### src/rtl/lc3_mem_pkg.sv
// Shared definitions for the LC-3 memory sequencer: operation codes and FSM states.
package lc3_mem_pkg;

    typedef enum logic [1:0] {
        OP_LD  = 2'b00,
        OP_LDI = 2'b01,
        OP_ST  = 2'b10,
        OP_STI = 2'b11
    } op_t;

    typedef enum logic [2:0] {
        ST_IDLE   = 3'd0,
        ST_MAR_A  = 3'd1,
        ST_MAR_I  = 3'd2,
        ST_READ   = 3'd3,
        ST_WRITE  = 3'd4,
        ST_FINISH = 3'd5
    } state_t;

    // Bit 0 of the opcode selects indirect addressing, bit 1 selects a store.
    function automatic logic op_indirect(input op_t op);
        return op[0];
    endfunction

    function automatic logic op_store(input op_t op);
        return op[1];
    endfunction

endpackage

### src/rtl/lc3_mem_seq.sv
// LC-3 memory sequencer: drives MAR/WE handshakes to an external memory for
// LD/LDI/ST/STI and keeps the last load result in MDR (RDATA).
module lc3_mem_seq
    import lc3_mem_pkg::*;
(
    input  logic        CLK,
    input  logic        RESET,
    input  logic        REQ,
    input  logic [1:0]  OP,
    input  logic [15:0] ADDR,
    input  logic [15:0] WDATA,
    output logic        BUSY,
    output logic        DONE,
    output logic [15:0] RDATA,
    output logic        MAR_LE,
    output logic        MAR_CONTROL,
    output logic        WE,
    output logic [15:0] Y,
    output logic [15:0] RD_DATA,
    input  logic [15:0] DATA
);

    state_t      state_reg;
    state_t      state_next;
    op_t         op_q;
    logic [15:0] addr_q;
    logic [15:0] wdata_q;
    logic [15:0] rdata_q;

    always_ff @(posedge CLK or posedge RESET) begin
        if (RESET) begin
            state_reg <= ST_IDLE;
            op_q      <= OP_LD;
            addr_q    <= 16'h0000;
            wdata_q   <= 16'h0000;
            rdata_q   <= 16'h0000;
        end else begin
            state_reg <= state_next;
            // Operands are captured only on acceptance, so inputs may change while busy.
            if (state_reg == ST_IDLE && REQ) begin
                op_q    <= op_t'(OP);
                addr_q  <= ADDR;
                wdata_q <= WDATA;
            end
            if (state_reg == ST_READ) begin
                rdata_q <= DATA;
            end
        end
    end

    // Outputs decode from the registered state only, so reset clears them at once.
    always_comb begin
        state_next  = state_reg;
        BUSY        = 1'b1;
        DONE        = 1'b0;
        MAR_LE      = 1'b0;
        MAR_CONTROL = 1'b0;
        WE          = 1'b0;
        case (state_reg)
            ST_IDLE: begin
                BUSY = 1'b0;
                if (REQ) begin
                    state_next = ST_MAR_A;
                end
            end
            ST_MAR_A: begin
                MAR_LE = 1'b1;
                if (op_indirect(op_q)) begin
                    state_next = ST_MAR_I;
                end else if (op_store(op_q)) begin
                    state_next = ST_WRITE;
                end else begin
                    state_next = ST_READ;
                end
            end
            ST_MAR_I: begin
                // MAR reloads from memory output: the pointer stored at addr_q.
                MAR_LE      = 1'b1;
                MAR_CONTROL = 1'b1;
                state_next  = op_store(op_q) ? ST_WRITE : ST_READ;
            end
            ST_READ: begin
                state_next = ST_FINISH;
            end
            ST_WRITE: begin
                WE         = 1'b1;
                state_next = ST_FINISH;
            end
            ST_FINISH: begin
                DONE       = 1'b1;
                state_next = ST_IDLE;
            end
            default: begin
                BUSY       = 1'b0;
                state_next = ST_IDLE;
            end
        endcase
    end

    assign Y       = addr_q;
    assign RD_DATA = wdata_q;
    assign RDATA   = rdata_q;

endmodule
### config.mk
export PLATFORM = sky130hd
export DESIGN_NAME = lc3_mem_seq
export DESIGN_NICKNAME = d
export VERILOG_FILES = /design/src/rtl/lc3_mem_pkg.sv /design/src/rtl/lc3_mem_seq.sv
export SDC_FILE = /design/constraint.sdc
export NUM_CORES = 1
export LEC_CHECK = 0
export ABC_AREA = 1
export ABC_CLOCK_PERIOD_IN_PS = 3900
export CAP_MARGIN = 30
export CORE_ASPECT_RATIO = 0.6
export CORE_MARGIN = 8
export CORE_UTILIZATION = 30
export DETAILED_ROUTE_END_ITERATION = 10
export HOLD_SLACK_MARGIN = 0.12
export PLACE_DENSITY_LB_ADDON = 0.25
export SETUP_SLACK_MARGIN = 0.1
export SYNTH_ARGS = -nofsm -noshare
export SYNTH_HDL_FRONTEND = slang
export SYNTH_SLANG_ARGS = --single-unit
### constraint.sdc
create_clock -name CLK -period 3.9 [get_ports CLK]
set_input_delay 0.585 -clock CLK [delete_from_list [all_inputs] [get_ports CLK]]
set_output_delay 0.585 -clock CLK [all_outputs]
set_load 0.01 [all_outputs]
==> impl_metrics.csv, run 1 <==
group,metric,value,unit
floorplan,start_util,30.9,%
worst_hold_path,holdPathStages,2,
setup_path,timing.rr.end,"Y[10]",
synthesis,syn_inst,245,
cts,clkTransAtPathRegs,60,ps
drt,wire_per_inst,12.8,um
drt,firstDrtPassIters,4,
synthesis,avgSynthCellArea,9.18,um2
setup_path,path_cells,"nand2_2 -> nor2_8 -> nor2_1 -> nand3_1 -> clkdlybuf4s50_1",
final_layout,antennaDiodeCount,0,
place,place_area,0.00334,mm2
synthesis,synth_edf_count,0,
setup_path,worstSetupPathDepth,5,
setup_path,worstReg2RegStart,"state_reg[1]",
cts,cts-htree-levels,2,
floorplan,core_area,0.00727,mm2
sta,tightest_slew,744,ps
setup_path,worstPathRequired,3310,ps
sta,slew_viol_final,0,
grt,antenna_found_initial,0,
synthesis,netlist_top_cells_area,"dfrtp_1 59%, nand2_1 13%, inv_1 6.7%",
sta,rsz0062_at_grt,"no",
cts,clk_latency,280,ps
grt,track_usage,10.9,%
cts,cts_tree,"built",
place,gp_congestion,0.751,
power_and_ir_drop,p_per_area,754,mW/mm2
sta,period_share,64.3,%
setup_path,critical_path.max_fanout,19,
synthesis,synthArstFlopShare,100,%
sta,hold_viol,0,
grt,grt_pass1_vias,1869,
power_and_ir_drop,ir_drop,248,uV
status,run_status,"finished clean",
setup_path,slowest_stage,"clkdlybuf4s50_1",
place,dp_hpwl,4.41,mm
setup_path,worstSetupPathType,"flip-flop to output pin",
final_layout,multi_input_area,664,um2
drt,wl,5.79,mm
sta,setup_viol,0,
cts,hold_buffers,0,
synthesis,yosys_warnings,0,
synthesis,ys_ff_latch,53,
power_and_ir_drop,p_leak,1.69,nW
floorplan,die_area,0.0106,mm2
sta,fin_setup_tns,0,ps
setup_path,max_stage_delay,540,ps
grt,gr-total-overflow,0,
sta,slew_headroom,50.3,%
synthesis,ys_seq_area_share,59.0,%
synthesis,ys.flop_type,"dfrtp_1",
cts,cts.repair.resized,0,
cts,cts_root_buffer,"clkbuf_16",
synthesis,ys_types,22,
setup_path,crit_start,"state_reg[0]",
drt,ant_nets,0,
floorplan,die_w,128,um
setup_path,r2r_cells,3,
final_layout,register_area,0.00133,mm2
drt,drc,0,
cts,cts_buffers,5,
synthesis,synth_top_cell_by_area,"dfrtp_1",
place,port_buffers,105,
drt,num_vias,1814,
final_layout,n_fill_cell,709,
final_layout,finish.instance_area,0.00350,mm2
worst_hold_path,hold_path.class,"flip-flop to flip-flop",
final_layout,drive_above_1_share,8.00,%
floorplan,rows,24,
setup_path,path_buf_inv,1,
setup_path,cp-start-kind,"flip-flop",
drt,vias_per_cell,4.00,
grt,grt_max_degree,69,
sta,max_freq,399,MHz
floorplan,ios,106,
flow_run,max_cap_violations,0,
final_layout,nets,402,
synthesis,synth_most_common_cell,"nand2_1",
setup_path,reg2reg_slack,2170,ps
setup_path,path_delay_family,"simple AND/OR/NAND/NOR gates",
synthesis,synth_top_area_share,59.0,%
worst_hold_path,hold_end,"RDATA[2]",
synthesis,yosys-top-cells-count,"79 x nand2_1, 53 x dfrtp_1, 40 x inv_1",
setup_path,critPathArrivalTime,1920,ps
synthesis,synth_nets,298,
setup_path,crit_path_end_kind,"output pin",
cts,postCtsSetupRepairBufs,0,
cts,clock-sinks,53,
synthesis,syn-cell-area,0.00225,mm2
floorplan,die_height,83.1,um
drt,drtIter0Drc,76,
worst_hold_path,min_from,"RDATA[2]",
sta,finClkSkew,5.17,ps
grt,grt_pass1_wl,9.40,mm
sta,min_period,2510,ps
final_layout,area_growth,55.6,%
cts,clock_path_buffers,2,
[worst reg2reg max path, delay by kind of cell (launching register included)]
family / cells / cell delay, ps
and+or+nand+nor: 2 / 730
DFF: 1 / 460
AOI/OAI and AO/OA: 1 / 440
[through the flow]
stage	setup slack, ps	util (%)	total power, W	hold slack [ps]	std cells
after floorplan	2030	-	0.00156	481	245
after global placement	1740	46.0	0.00219	454	446
after detailed placement	1640	46.0	0.00222	459	446
final	1390	48.2	0.00264	471	454
after global routing	1290	48.2	0.00285	489	454
after CTS	1370	48.2	0.00269	477	454
[cell families after synthesis]
logic type / Yosys count / synth area share (%)
AO/OA/AOI/OAI: 35 / 8.79
buffers and inverters: 51 / 11.5
flip-flops: 53 / 59.0
AND/OR/NAND/NOR: 106 / 20.8
[report_power, final]
| group | switching [W] | internal, W | total (W) |
|---|---|---|---|
| combinational | 0.000552 | 0.000648 | 0.00120 |
| sequential | 0.000168 | 0.000815 | 0.000982 |
| clock | 0.000184 | 0.000272 | 0.000456 |
| total | 0.000904 | 0.00173 | 0.00264 |
[routing by layer]
layer	wire [um]	part of all wire [%]	vias to the layer above	track usage [%]
met2	2490	43	62	16.3
met3	554	9.6	2	5.23
met5	0	0	-	0
met4	41	0.71	0	3.65
met1	2700	47	808	13.4
li1	-	-	942	-
[final cells by class]
| cell class | count | share of cell area, % |
|---|---|---|
| Clock inverter | 1 | 0.143 |
| Sequential cell | 53 | 37.9 |
| Clock buffer | 7 | 4.36 |
| Tap cell | 104 | 3.72 |
| Multi-Input combinational cell | 141 | 19.0 |
| Inverter | 42 | 4.65 |
| Timing Repair Buffer | 106 | 30.2 |
[how the worst max path moves through the flow]
stage,end,slack [ps]
4_1_cts,BUSY,1370
2_1_floorplan,RDATA[0],2030
3_3_place_gp,RD_DATA[9],1740
3_5_place_dp,Y[5],1640
5_1_grt,BUSY,1290
6_report,BUSY,1390
[cells in the final DEF (no fill, tap or decap), types with 2 or more instances in the layout]
cell type / synthesis / routed
clkbuf_16: 0 / 5
clkbuf_8: 0 / 2
clkdlybuf4s50_1: 0 / 105
dfrtp_1: 53 / 53
inv_1: 40 / 39
inv_4: 2 / 2
nand2_1: 79 / 79
nand2_2: 7 / 7
nand3_1: 6 / 6
nor2_1: 8 / 8
nor3_1: 2 / 2
o21ai_0: 20 / 20
o21ai_1: 8 / 8
o21ai_2: 6 / 6
Power figures use the tool's default switching activity.
==> run 2, diff against run 1 <==
Settings changed: ABC_CLOCK_PERIOD_IN_PS 3900 to 2100.
Clock period 3.9 ns to 2.1 ns, I/O delays scaled along.
==> run 2 against run 1 <==
  * Sequential power grew 85%
  * Largest cell class unchanged
  * Critical path depth down 2
  * Via count is 3.4% higher
  * Cell count grew 1.5%
  * Sequential share of layout area fell by 0.90 points
  * Utilization grew 1.3 points
  * Hold slack worse by 97 ps
  * First-iteration DRC count rose by 34%
  * Count of clock-buffer cells in the layout unchanged
==> impl_metrics.csv, run 2 (synthesis results as in run 1) <==
group,metric,value,unit
status,run_status,"finished clean",
final_layout,drive_above_1_share,11.2,%
place,gp_congestion,0.778,
worst_hold_path,hold_path.class,"input pin to async pin",
floorplan,ios,106,
cts,clock-sinks,53,
sta,fin_ws,246,ps
sta,min_period,1850,ps
sta,hold_viol,0,
cts,cts_buffers,5,
setup_path,path_delay_family,"buffers and inverters",
cts,cts_tree,"built",
power_and_ir_drop,p_per_area,1380,mW/mm2
setup_path,reg2reg_slack,530,ps
setup_path,worstReg2RegStart,"state_reg[0]",
drt,vias_per_cell,4.07,
sta,slew_viol_final,0,
flow_run,max_cap_violations,0,
drt,ant_nets,0,
floorplan,start_util,30.9,%
sta,slew_headroom,67.5,%
setup_path,r2r_cells,7,
drt,drc,0,
place,port_buffers,105,
setup_path,critPathArrivalTime,1540,ps
sta,max_freq,539,MHz
sta,tightest_slew,487,ps
final_layout,layout_commonest_cell,"clkdlybuf4s50_1",
power_and_ir_drop,p_leak,1.78,nW
floorplan,die_area,0.0106,mm2
drt,firstDrtPassIters,4,
setup_path,path_buf_inv,2,
cts,cts-htree-levels,2,
cts,clk_latency,280,ps
floorplan,core_area,0.00727,mm2
final_layout,area_growth,59.9,%
setup_path,worstPathRequired,1780,ps
final_layout,mostFrequentLayoutCells,"101 x clkdlybuf4s50_1, 79 x nand2_1, 50 x dfrtp_1",
final_layout,n_fill_cell,722,
sta,fin_setup_tns,0,ps
power_and_ir_drop,ir_drop,549,uV
sta,period_share,88.3,%
setup_path,cp-start-kind,"flip-flop",
setup_path,crit_path_end_kind,"output pin",
grt,grt_pass1_wl,9.49,mm
grt,grt_max_degree,49,
drt,drtIter0Drc,102,
place,place_worst_setup_slack,260,ps
sta,setup_viol,0,
setup_path,slowest_stage,"clkdlybuf4s50_1",
final_layout,nets,410,
drt,wire_per_inst,12.6,um
final_layout,antennaDiodeCount,0,
grt,grt_pass1_vias,1841,
grt,antenna_found_initial,0,
setup_path,path_cells,"inv_1 -> nor3_4 -> clkdlybuf4s50_1",
floorplan,die_w,128,um
cts,cts_root_buffer,"clkbuf_16",
drt,wl,5.83,mm
sta,finClkSkew,4.27,ps
setup_path,timing.rr.end,"RD_DATA[15]",
place,dp_hpwl,4.28,mm
setup_path,max_stage_delay,570,ps
drt,num_vias,1875,
cts,clkTransAtPathRegs,60,ps
grt,gr-total-overflow,0,
setup_path,crit_start,"state_reg[1]",
setup_path,critical_path.max_fanout,5,
grt,track_usage,11.0,%
setup_path,worstSetupPathType,"flip-flop to output pin",
floorplan,rows,24,
sta,rsz0062_at_grt,"no",
cts,clock_path_buffers,2,
floorplan,die_height,83.1,um
-- run 2: worst max path at each step --
stage	to	cells after the start
5_1_grt	MAR_CONTROL	3
6_report	MAR_CONTROL	3
3_5_place_dp	BUSY	4
4_1_cts	BUSY	5
2_1_floorplan	RDATA[0]	1
3_3_place_gp	BUSY	4
-- run 2: final cells by class --
type                    instances  area [um2]  share of cell area [%]
multi-input cells             141         688                    19.1
clock buffers                   7         143                    3.97
inverters                      42         163                    4.52
well taps                     104         130                    3.62
flip-flops and latches         53        1330                    37.0
repair buffers                114        1140                    31.7
-- run 2: repair_timing --
| action | CTS | global route |
|---|---|---|
| endpoints found under the setup margin | 4 | 4 |
| setup buffers | 0 | 5 |
| hold endpoints to repair | 0 | 0 |
| hold buffers | 0 | 0 |
| cloned | 0 | 0 |
| gates resized for setup | 5 | 7 |
-- run 2: where the power goes --
group | leakage [nW] | internal (W) | switching (W)
Sequential | 0.650 | 0.00152 | 0.000306
Clock | 0.0700 | 0.000468 | 0.000327
Combinational | 1.06 | 0.00127 | 0.00108
-- run 2: per-layer routing --
layer / global-route usage (%) / up-vias / wire (um)
li1: - / 958 / -
met1: 14.7 / 852 / 2820
met2: 15.5 / 63 / 2490
met3: 4.78 / 2 / 486
met4: 3.22 / 0 / 40
met5: 0 / - / 0
-- run 2: per-stage QoR --
stage	hold WS (ps)	instances	instance area, um2	total power, W	utilization (%)
after floorplan	432	245	2250	0.00289	-
after global placement	454	449	3380	0.00409	46.5
after detailed placement	459	449	3380	0.00413	46.5
after CTS	393	456	3530	0.00498	48.6
after global routing	422	461	3590	0.00536	49.5
final	374	461	3590	0.00497	49.5
==> edit (settings of run 2) <==
The 6 states of `state_t` get a one-hot encoding in 6 bits.
--- a/src/rtl/lc3_mem_pkg.sv
+++ b/src/rtl/lc3_mem_pkg.sv
@@ -8,13 +8,13 @@
         OP_STI = 2'b11
     } op_t;
 
-    typedef enum logic [2:0] {
-        ST_IDLE   = 3'd0,
-        ST_MAR_A  = 3'd1,
-        ST_MAR_I  = 3'd2,
-        ST_READ   = 3'd3,
-        ST_WRITE  = 3'd4,
-        ST_FINISH = 3'd5
+    typedef enum logic [5:0] {
+        ST_IDLE   = 6'b000001,
+        ST_MAR_A  = 6'b000010,
+        ST_MAR_I  = 6'b000100,
+        ST_READ   = 6'b001000,
+        ST_WRITE  = 6'b010000,
+        ST_FINISH = 6'b100000
     } state_t;
 
     // Bit 0 of the opcode selects indirect addressing, bit 1 selects a store.
Formal check against the unedited RTL: same outputs for any inputs over 10 cycles, from zero or initial values and one cycle with RESET high; not proved beyond that.
==> edit against run 2 <==
Utilization is 0.28 points higher; wire length is 6.7% higher; sequential cell count is 3 higher; design area is 1.8% higher; critical path depth is 1 higher; power is 0.61% lower; final cell count is 2.2% higher; setup slack worse by 29 ps; area after synthesis is 2.4% higher; die area is 2.1% higher; maximum frequency is 1.6% lower; worst hold slack worse by 110 ps; highest routed layer unchanged.
==> edit: results (changes against run 2) <==
| Metric | Value |
|---|---|
| Status | `complete, no violations` |
| WL/cell | `13.2 um (+4.4%)` |
| Clock share of power | `16.8% (+0.8 points)` |
| Worst vdd ir | `0.502 mV (-8.5%)` |
| Share of cells above drive strength 1 | `7.90% (-3.3 points)` |
| RePlAce Congestion | `0.811 (+4.2%)` |
| Internal | `3.20 mW (-1.7%)` |
| Cts hold-fix bufs | `0 (unchanged)` |
| Fillcell total | `730 (+1.1%)` |
| Crit Path Max Fanout | `4 (-1)` |
| Post-detail-place hpwl | `4.58 mm (+6.9%)` |
| Clock Power | `827 uW (+3.9%)` |
| Synth top cells by count | `83 x nand2_1, 55 x dfrtp_1, 53 x o21ai_0` |
| Seq/Total Area, Yosys | `60.9% (+1.9 points)` |
| Pre-CTS setup slack | `177 ps (-83.3 ps)` |
| Vias/cell | `4.29 (+5.5%)` |
| Total number of vias | `2021 (+7.8%)` |
| Worst path arrival time | `1570 ps (+30 ps)` |
| Top area cells in the synthesized netlist | `dfrtp_1 60%, nand2_1 14%, o21ai_0 12%, inv_1 4.6%, nor2_1 1.8%` |
| Initial antenna violation count | `0 (unchanged)` |
| Clock Skews | `3.09 ps (-1.18 ps)` |
| Syn Area/Cell | `8.96 sq um (-2.3%)` |
| First-pass GRT wire length | `10.5 mm (+10%)` |
| Initial drt markers | `95 (-6.9%)` |
| Vias in the first global route | `2118 (+15%)` |
| Net count, final | `419 (+2.2%)` |
| # setup viols final | `0 (unchanged)` |
| Leakage | `1.81 nW (+1.7%)` |
| Synthesized Nets | `310 (+4.0%)` |
| Relative slew margins | `66.2% (-1.3 points)` |
| Overall fraction of global-route tracks in use | `11.8% (+0.79 points)` |
| Distinct cells, synth | `15 (-32%)` |
| Placed Cells | `460 (+2.4%)` |
| Largest net degree at the start of global routing | `38 (-22%)` |
| Area after DPL | `3460 sq um (+2.4%)` |
## edit: cell types whose count changed after synthesis, sizes merged, moves of 2 or more
cell / change
buf: -3
clkbuf: +6
dfrtp: +2
inv: -14
nor2: +5
nor3: -2
o21ai: +19
## edit: cell families (layout without fill, tap and decap cells)
family                 count (synthesis)  in the layout  synth area share [%]
and+or+nand+nor                      107            107                  19.7
DFF                                   56             56                  60.9
buffers and inverters                 40            150                  7.60
AOI/OAI and AO/OA                     54             54                  11.8
## edit: final cells by class
| class | count | area (sq um) | share of cell area (%) |
|---|---|---|---|
| flip-flops and latches | 56 | 1400 | 38.3 |
| repair buffers | 114 | 1120 | 30.7 |
| multi-input cells | 161 | 748 | 20.4 |
| clock buffers | 6 | 139 | 3.79 |
| well taps | 104 | 130 | 3.56 |
| inverters | 28 | 105 | 2.87 |
| clock inverters | 2 | 10.0 | 0.274 |
## edit: per-layer routing
metal	share of wire [%]	wire (um)	GRT usage, %
met3	11	664	6.31
met2	43	2680	17.2
met4	0.26	16	2.65
met5	0	0	0
met1	46	2860	14.9
## edit: repair_timing
item | in CTS | in global routing
pin swaps | 2 | 0
endpoints found under the hold margin | 0 | 0
gates resized for setup | 6 | 4
endpoints found under the setup margin | 4 | 3
setup buffers | 3 | 0
## edit: worst paths after layout
kind	start	to	slack (ps)	cells after the start
min in group CLK	RDATA[9]	RDATA[9]	490	2
max	state_reg[2]	DONE	220	4
min	RESET	RDATA[11]	270	2
max reg2reg	state_reg[0]	op_q[1]	420	5
max in group asynchronous	RESET	state_reg[0]	1210	3
min reg2reg	RDATA[9]	RDATA[9]	490	2
## edit: worst max-delay path, stage by stage (launching register included)
cell	delay, ps
dfrtp_1	420
nor2_4	160
nand3_1	100
inv_1	70
clkdlybuf4s50_1	530
